## src/rtl/tt_pkg.sv

```systemverilog
`default_nettype none
// ============================================================================
// Module   : tt_pkg
// Purpose  : Shared types and constants for the truth-table sweeper.
//            - tt_state_e : sweep controller states
//            - c_SETTLE_W : width of the settle down-counter
//            - rows(n)    : number of truth-table rows for n inputs
// Revision : 1.0  initial release
// ============================================================================
package tt_pkg;

  typedef enum logic [1:0] {
    IDLE   = 2'd0,
    DRIVE  = 2'd1,
    SAMPLE = 2'd2,
    DONE   = 2'd3
  } tt_state_e;

  // Wide enough for SETTLE up to 15.
  localparam int c_SETTLE_W = 4;

  function automatic int rows(input int n);
    return 1 << n;
  endfunction

endpackage
`default_nettype wire

```

## src/rtl/tt_settle_ctr.sv

```systemverilog
`default_nettype none
// ============================================================================
// Module   : tt_settle_ctr
// Purpose  : Loadable down-counter with zero flag; times how long the input
//            vector is held before the function output is sampled.
// Ports    : clk    in   rising-edge clock
//            rst_n  in   asynchronous active-low reset
//            load   in   load 'value' (has priority over dec)
//            dec    in   decrement by one; saturates at zero
//            value  in   load value
//            zero   out  counter is zero
// Revision : 1.0  initial release
// ============================================================================
module tt_settle_ctr
  import tt_pkg::*;
(
  input  logic                  clk,
  input  logic                  rst_n,
  input  logic                  load,
  input  logic                  dec,
  input  logic [c_SETTLE_W-1:0] value,
  output logic                  zero
);

  logic [c_SETTLE_W-1:0] r_cnt;

  always_ff @(posedge clk or negedge rst_n) begin
    if (!rst_n) begin
      r_cnt <= '0;
    end else if (load) begin
      r_cnt <= value;
    end else if (dec && (r_cnt != '0)) begin
      r_cnt <= r_cnt - 1'b1;
    end
  end

  assign zero = (r_cnt == '0);

endmodule
`default_nettype wire

```

## src/rtl/truth_table_sweeper.sv

```systemverilog
`default_nettype none
// ============================================================================
// Module   : truth_table_sweeper
// Purpose  : Synthesizable sequencer that walks an N_IN-input combinational
//            function through every input row, holds each row SETTLE cycles,
//            samples the function output and builds the truth table.
// Params   : N_IN    number of function inputs (1..6)
//            SETTLE  cycles each row is held before sampling (1..15)
// Ports    : clk, rst_n      clock, asynchronous active-low reset
//            start           begin a sweep (taken only in IDLE)
//            abort           stop a sweep; back to IDLE without done
//            f_i             output of the function under test
//            vec_o           input vector driven to the function
//            busy            controller not idle
//            done            one-cycle pulse when the table is complete
//            table_o         captured table; bit i = f(vec == i)
//            ones_o          number of rows where f = 1
// Macro    : EXPECT_CHECK_EN adds expect_i / mismatch_o / err_idx_o and a
//            per-row comparison against a golden table.
// Revision : 1.0  initial release
// ============================================================================
module truth_table_sweeper
  import tt_pkg::*;
#(
  parameter int N_IN   = 4,
  parameter int SETTLE = 1
) (
  input  logic                   clk,
  input  logic                   rst_n,
  input  logic                   start,
  input  logic                   abort,
  input  logic                   f_i,
`ifdef EXPECT_CHECK_EN
  input  logic [(1<<N_IN)-1:0]   expect_i,
  output logic                   mismatch_o,
  output logic [N_IN-1:0]        err_idx_o,
`endif
  output logic [N_IN-1:0]        vec_o,
  output logic                   busy,
  output logic                   done,
  output logic [(1<<N_IN)-1:0]   table_o,
  output logic [N_IN:0]          ones_o
);

  localparam int                    c_ROWS = rows(N_IN);
  localparam logic [c_SETTLE_W-1:0] c_LOAD = c_SETTLE_W'(SETTLE - 1);

  tt_state_e r_state;

  logic w_accept;     // start honoured this cycle
  logic w_sample_en;  // row is captured this cycle
  logic w_last;       // current row is the final one
  logic w_ctr_load;
  logic w_ctr_dec;
  logic w_settled;

  assign w_accept    = (r_state == IDLE) && start && !abort;
  assign w_sample_en = (r_state == SAMPLE) && !abort;
  assign w_last      = (vec_o == N_IN'(c_ROWS - 1));
  assign w_ctr_load  = w_accept || (w_sample_en && !w_last);
  assign w_ctr_dec   = (r_state == DRIVE) && !abort;

  tt_settle_ctr u_settle_ctr (
    .clk   (clk),
    .rst_n (rst_n),
    .load  (w_ctr_load),
    .dec   (w_ctr_dec),
    .value (c_LOAD),
    .zero  (w_settled)
  );

  always_ff @(posedge clk or negedge rst_n) begin
    if (!rst_n) begin
      r_state <= IDLE;
      vec_o   <= '0;
      busy    <= 1'b0;
      done    <= 1'b0;
      table_o <= '0;
      ones_o  <= '0;
    end else begin
      done <= 1'b0;
      unique case (r_state)
        IDLE: begin
          if (w_accept) begin
            r_state <= DRIVE;
            busy    <= 1'b1;
            vec_o   <= '0;
            table_o <= '0;
            ones_o  <= '0;
          end
        end
        DRIVE: begin
          if (abort) begin
            r_state <= IDLE;
            busy    <= 1'b0;
          end else if (w_settled) begin
            r_state <= SAMPLE;
          end
        end
        SAMPLE: begin
          if (abort) begin
            r_state <= IDLE;
            busy    <= 1'b0;
          end else begin
            table_o[vec_o] <= f_i;
            ones_o         <= ones_o + {{N_IN{1'b0}}, f_i};
            // The last row exits to DONE, so vec_o never wraps.
            if (w_last) begin
              r_state <= DONE;
              done    <= 1'b1;
            end else begin
              vec_o   <= vec_o + 1'b1;
              r_state <= DRIVE;
            end
          end
        end
        DONE: begin
          r_state <= IDLE;
          busy    <= 1'b0;
        end
        default: begin
          r_state <= IDLE;
          busy    <= 1'b0;
        end
      endcase
    end
  end

`ifdef EXPECT_CHECK_EN
  logic [(1<<N_IN)-1:0] r_expect;
  logic                 r_err_seen;
  logic                 w_row_mis;

  assign w_row_mis = f_i ^ r_expect[vec_o];

  always_ff @(posedge clk or negedge rst_n) begin
    if (!rst_n) begin
      r_expect   <= '0;
      r_err_seen <= 1'b0;
      mismatch_o <= 1'b0;
      err_idx_o  <= '0;
    end else if (w_accept) begin
      r_expect   <= expect_i;
      r_err_seen <= 1'b0;
      mismatch_o <= 1'b0;
      err_idx_o  <= '0;
    end else if (w_sample_en) begin
      // Rows are visited in ascending order, so the first miss is the lowest.
      if (w_row_mis && !r_err_seen) begin
        r_err_seen <= 1'b1;
        err_idx_o  <= vec_o;
      end
      // Flag is published together with the done pulse.
      if (w_last) begin
        mismatch_o <= r_err_seen | w_row_mis;
      end
    end
  end
`else
  // No golden-table comparator; the sweep core is unchanged.
`endif

endmodule
`default_nettype wire
```

## config.mk

```make
export PLATFORM = sky130hd
export DESIGN_NAME = truth_table_sweeper
export DESIGN_NICKNAME = d
export VERILOG_FILES = /design/src/rtl/tt_pkg.sv /design/src/rtl/tt_settle_ctr.sv /design/src/rtl/truth_table_sweeper.sv
export SDC_FILE = /design/constraint.sdc
export NUM_CORES = 1
export LEC_CHECK = 0
export ABC_AREA = 1
export BUFFER_PORTS_ARGS = -buffer_cell sky130_fd_sc_hd__buf_4
export CAP_MARGIN = 10
export CORE_MARGIN = 4
export CORE_UTILIZATION = 50
export DETAILED_ROUTE_END_ITERATION = 10
export PLACE_DENSITY_LB_ADDON = 0.2
export SLEW_MARGIN = 30
export SYNTH_ARGS = -nofsm -noshare
export SYNTH_HDL_FRONTEND = slang
export SYNTH_SLANG_ARGS = --single-unit
```

## constraint.sdc

```tcl
create_clock -name clk -period 1.25 [get_ports clk]
set_input_delay 0.25 -clock clk [delete_from_list [all_inputs] [get_ports clk]]
set_output_delay 0.25 -clock clk [all_outputs]
set_load 0.1 [all_outputs]
```

==> summary.log <==
qor: clocking.clockRootBuffer clkbuf_8
qor: timing.maxClockFrequency 652 MHz
qor: global_route.largest_net_degree_at_the_start_of_global_routing 34
qor: logic_synthesis.synthMuxAreaShare 0%
qor: timing.final_min_period_over_clock_period 123%
qor: global_route.grt_pass1_wl 9530 µm
qor: final_layout.insertedDiodeCount 0
qor: timing.totalNegativeSetupSlack -6.05 ns
qor: worst_setup_path.crit_path_start_kind flop
qor: detailed_routing.drt_drc_violations_left 0
qor: place.buffer_ports.inserted 31
qor: place.place_area 2510 µm²
qor: final_layout.nNetsFinal 349
qor: timing.final.setup_skew 0.0119 ns
qor: final_layout.post_route_cells_drive_above_1_share 43.7%
qor: floorplan.core_area 3720 µm²
qor: logic_synthesis.synth_area_per_cell 7.37 µm²
qor: timing.rsz0062_at_grt yes
qor: final_layout.finalInstanceArea 3080 µm²
qor: floorplan.io-pin-count 32
qor: run.max_cap_violations 0
qor: logic_synthesis.netlist_area 1950 µm²
qor: final_layout.layout.cells.most_common_list 71 x nand2_1, 51 x buf_4, 25 x nor2_1
qor: logic_synthesis.post_synth_simple_gate_area 34.3%
qor: global_route.global_route.usage.total 23.6%
qor: detailed_routing.drt_pass1_iterations 4
qor: worst_setup_path.arrival 1.74 ns
qor: place.post-dp-hpwl 3240 µm
qor: logic_synthesis.compound_gate_portion_of_the_synthesized_area 7.65%
qor: worst_setup_path.critical_path_class reg2reg
qor: global_route.number_of_global_route_vias_before_repair 2017
qor: logic_synthesis.synth_top_area_share 42.4%
qor: logic_synthesis.yosysWarnings 0
qor: detailed_routing.average_wire_length_per_cell_after_detail_routing 16.2 µm
qor: timing.finalHoldWorstSlack 0.365 ns
qor: clocking.insertion_delay 0.29 ns
qor: logic_synthesis.ys_top_cells_by_area dfrtp_1 42%, nand2_1 16%, ha_1 7.1%, nor2_1 6.4%, nand3_1 5.4%
qor: detailed_routing.wl 6170 µm
qor: timing.hold_violations 0
qor: timing.worstMarginPinSlew 0.526 ns
qor: logic_synthesis.share_of_the_yosys_chip_area_belonging_to_registers 42.4%
qor: detailed_routing.avgViaCountPerCell 5.48
qor: global_route.use_met2 40.0%
qor: timing.slew-limit-headroom 64.6%
qor: hold_path.class_of_the_tightest_hold_or_removal_check in2reg
qor: worst_setup_path.critical_path.startpoint r_state[0]$_DFFE_PN0P_
qor: global_route.globalRouteMet1Util 29.6%
qor: hold_path.hp_start f_i
qor: clocking.cts.reportedPaths.clkPinSlew 0.08 ns
qor: global_route.global_route.usage.met3 4.03%
qor: timing.final_max_slew_viol_count 0
qor: floorplan.core.rowCount 22
qor: clocking.number_of_cts_inserted_buffers 5
qor: logic_synthesis.synth_xor_xnor_area_share 0.450%
qor: global_route.globalRoute.totalOverflow 0
qor: detailed_routing.route.vias.total 2093
qor: floorplan.die_height 70.4 µm
qor: timing.period_minus_slack 1.53 ns
qor: global_route.grt_busiest_layer met2
qor: logic_synthesis.synth_top_area_cell dfrtp_1
qor: worst_setup_path.critPathRequiredTime 1.45 ns
qor: worst_setup_path.critPathCaptureType flop
qor: worst_setup_path.timing.reg2reg.worst_path_depth 7
qor: clocking.h-tree-depth 2
qor: power_and_ir_drop.leakagePower 0.00150 µW
qor: final_layout.fillers 216
qor: hold_path.hold_path_depth 4
qor: worst_setup_path.r2r-start r_state[0]$_DFFE_PN0P_
qor: worst_setup_path.r2r_setup_slack -0.28 ns
qor: hold_path.worst_hold_path.endpoint ones_o[0]$_DFFE_PN0P_
qor: clocking.clkSinkCount 33
qor: timing.setup_ws -0.285 ns
qor: timing.final_setup_violations 37
qor: clocking.cts_tree built
qor: worst_setup_path.max_fanout_on_critical_path 8
qor: final_layout.layout.cells.most_common nand2_1
qor: logic_synthesis.synth-adder-area-share 7.07%
qor: detailed_routing.ant_nets 0
qor: floorplan.initial_core_util 52.4%
qor: run_status.status finished, violations left
qor: logic_synthesis.yosys.cell_types.count 25
qor: clocking.cts-root-to-sink-buffers 2
qor: global_route.initial_antenna_violation_count 0
qor: power_and_ir_drop.design_power_total 5670 µW
qor: logic_synthesis.postSynthNetCount 280
qor: floorplan.die_x 70.4 µm
qor: floorplan.die_ar 4950 µm²
qor: power_and_ir_drop.powerDensity 1840 nW/µm²
qor: logic_synthesis.synthesis.instances 264
qor: power_and_ir_drop.power.ir.vdd_worst 1360 µV
qor: logic_synthesis.synth-seq-cells 33
qor: run_status.violations setup timing
qor: logic_synthesis.synth_top_family_by_area simple AND/OR/NAND/NOR gates
qor: worst_setup_path.crit-reg2reg-capture table_o[15]$_DFFE_PN0P_
qor: final_layout.area_delta_synth_final 58.1%
qor: place.gp_congestion 0.878
qor: detailed_routing.drt_first_iter_violations 143
## Yosys cell counts
master / instances
a21oi_1: 4
a21oi_2: 1
buf_1: 2
buf_2: 3
buf_4: 1
buf_6: 2
clkbuf_1: 1
dfrtp_1: 33
ha_1: 11
inv_1: 24
inv_2: 3
nand2_1: 81
nand2_2: 1
nand2_4: 1
nand3_1: 21
nand3_2: 1
nand3b_1: 1
nand4_1: 12
nor2_1: 33
nor2_2: 1
nor2_4: 1
o21ai_0: 6
o21ai_1: 18
or2_2: 1
xor2_1: 1
## through the flow
step | utilization, % | setup WS, ns | instances
2_1_floorplan | - | -0.184 | 264
3_3_place_gp | 67.5 | -0.233 | 357
3_5_place_dp | 67.5 | -0.277 | 357
4_1_cts | 79.4 | -0.153 | 377
5_1_grt | 82.8 | -0.353 | 382
6_report | 82.8 | -0.285 | 382
## power by group
group          switching [µW]  internal (µW)  leakage, µW
Sequential                142           1220     0.000437
Combinational            2040           1210      0.00100
Clock                     406            650    0.0000585
Total                    2590           3080      0.00150
## per-layer routing
metal	vias to the layer above	wire length [µm]	share of wire, %
met5	-	0	0
met4	0	140	2.3
met3	13	286	4.6
met2	78	3290	53
met1	1011	2460	40
li1	991	-	-
## registers in the layout, indices dropped and copies added (netlist names)
register / cells
table_o: 16
ones_o: 5
u_settle_ctr.r_cnt: 4
vec_o: 4
r_state: 2
busy: 1
done: 1
## how the worst max path moves through the flow
stage	end	depth (start not counted)	slack [ns]
after floorplan	ones_o[2]$_DFFE_PN0P_	5	-0.18
after CTS	ones_o[4]$_DFFE_PN0P_	9	-0.15
after global routing	table_o[15]$_DFFE_PN0P_	7	-0.35
after detailed placement	table_o[9]$_DFFE_PN0P_	9	-0.28
final	table_o[15]$_DFFE_PN0P_	7	-0.28
after global placement	table_o[2]$_DFFE_PN0P_	9	-0.23
## kinds of logic (layout without fill, tap and decap cells)
logic type                 Yosys count  count (layout)
DFF                                 33              33
buffers and inverters               36             102
adders and majority gates           11              11
xor gates and xnor gates             1               1
and+or+nand+nor                    154             158
AOI/OAI and AO/OA                   29              29
## repair_timing
action                     4_1_cts  5_1_grt
pin swaps                        9       14
setup buffers                    8        4
gates cloned                     3        1
gates resized for setup         46       27
hold endpoints to repair        33        0
setup endpoints to repair       39       41
hold buffers                     1        0
## worst max-delay path: stages (launching register included)
cell and delay, ns:
dfrtp_1 0.40, inv_2 0.11, ha_4 0.18, buf_4 0.16, nand2_1 0.07, inv_1 0.24
nand2_1 0.14, o21ai_1 0.15
## layout make-up
cell class | instances | area [µm²] | area share, %
multi-input combinational | 199 | 1310 | 42.4
sequential | 33 | 850 | 27.6
timing repair buffer | 67 | 618 | 20.1
inverter | 27 | 126 | 4.11
clock buffer | 7 | 86.3 | 2.81
tap | 48 | 60.1 | 1.95
clock inverter | 1 | 30.0 | 0.976
Note: power is estimated with default switching activity, not from simulation.
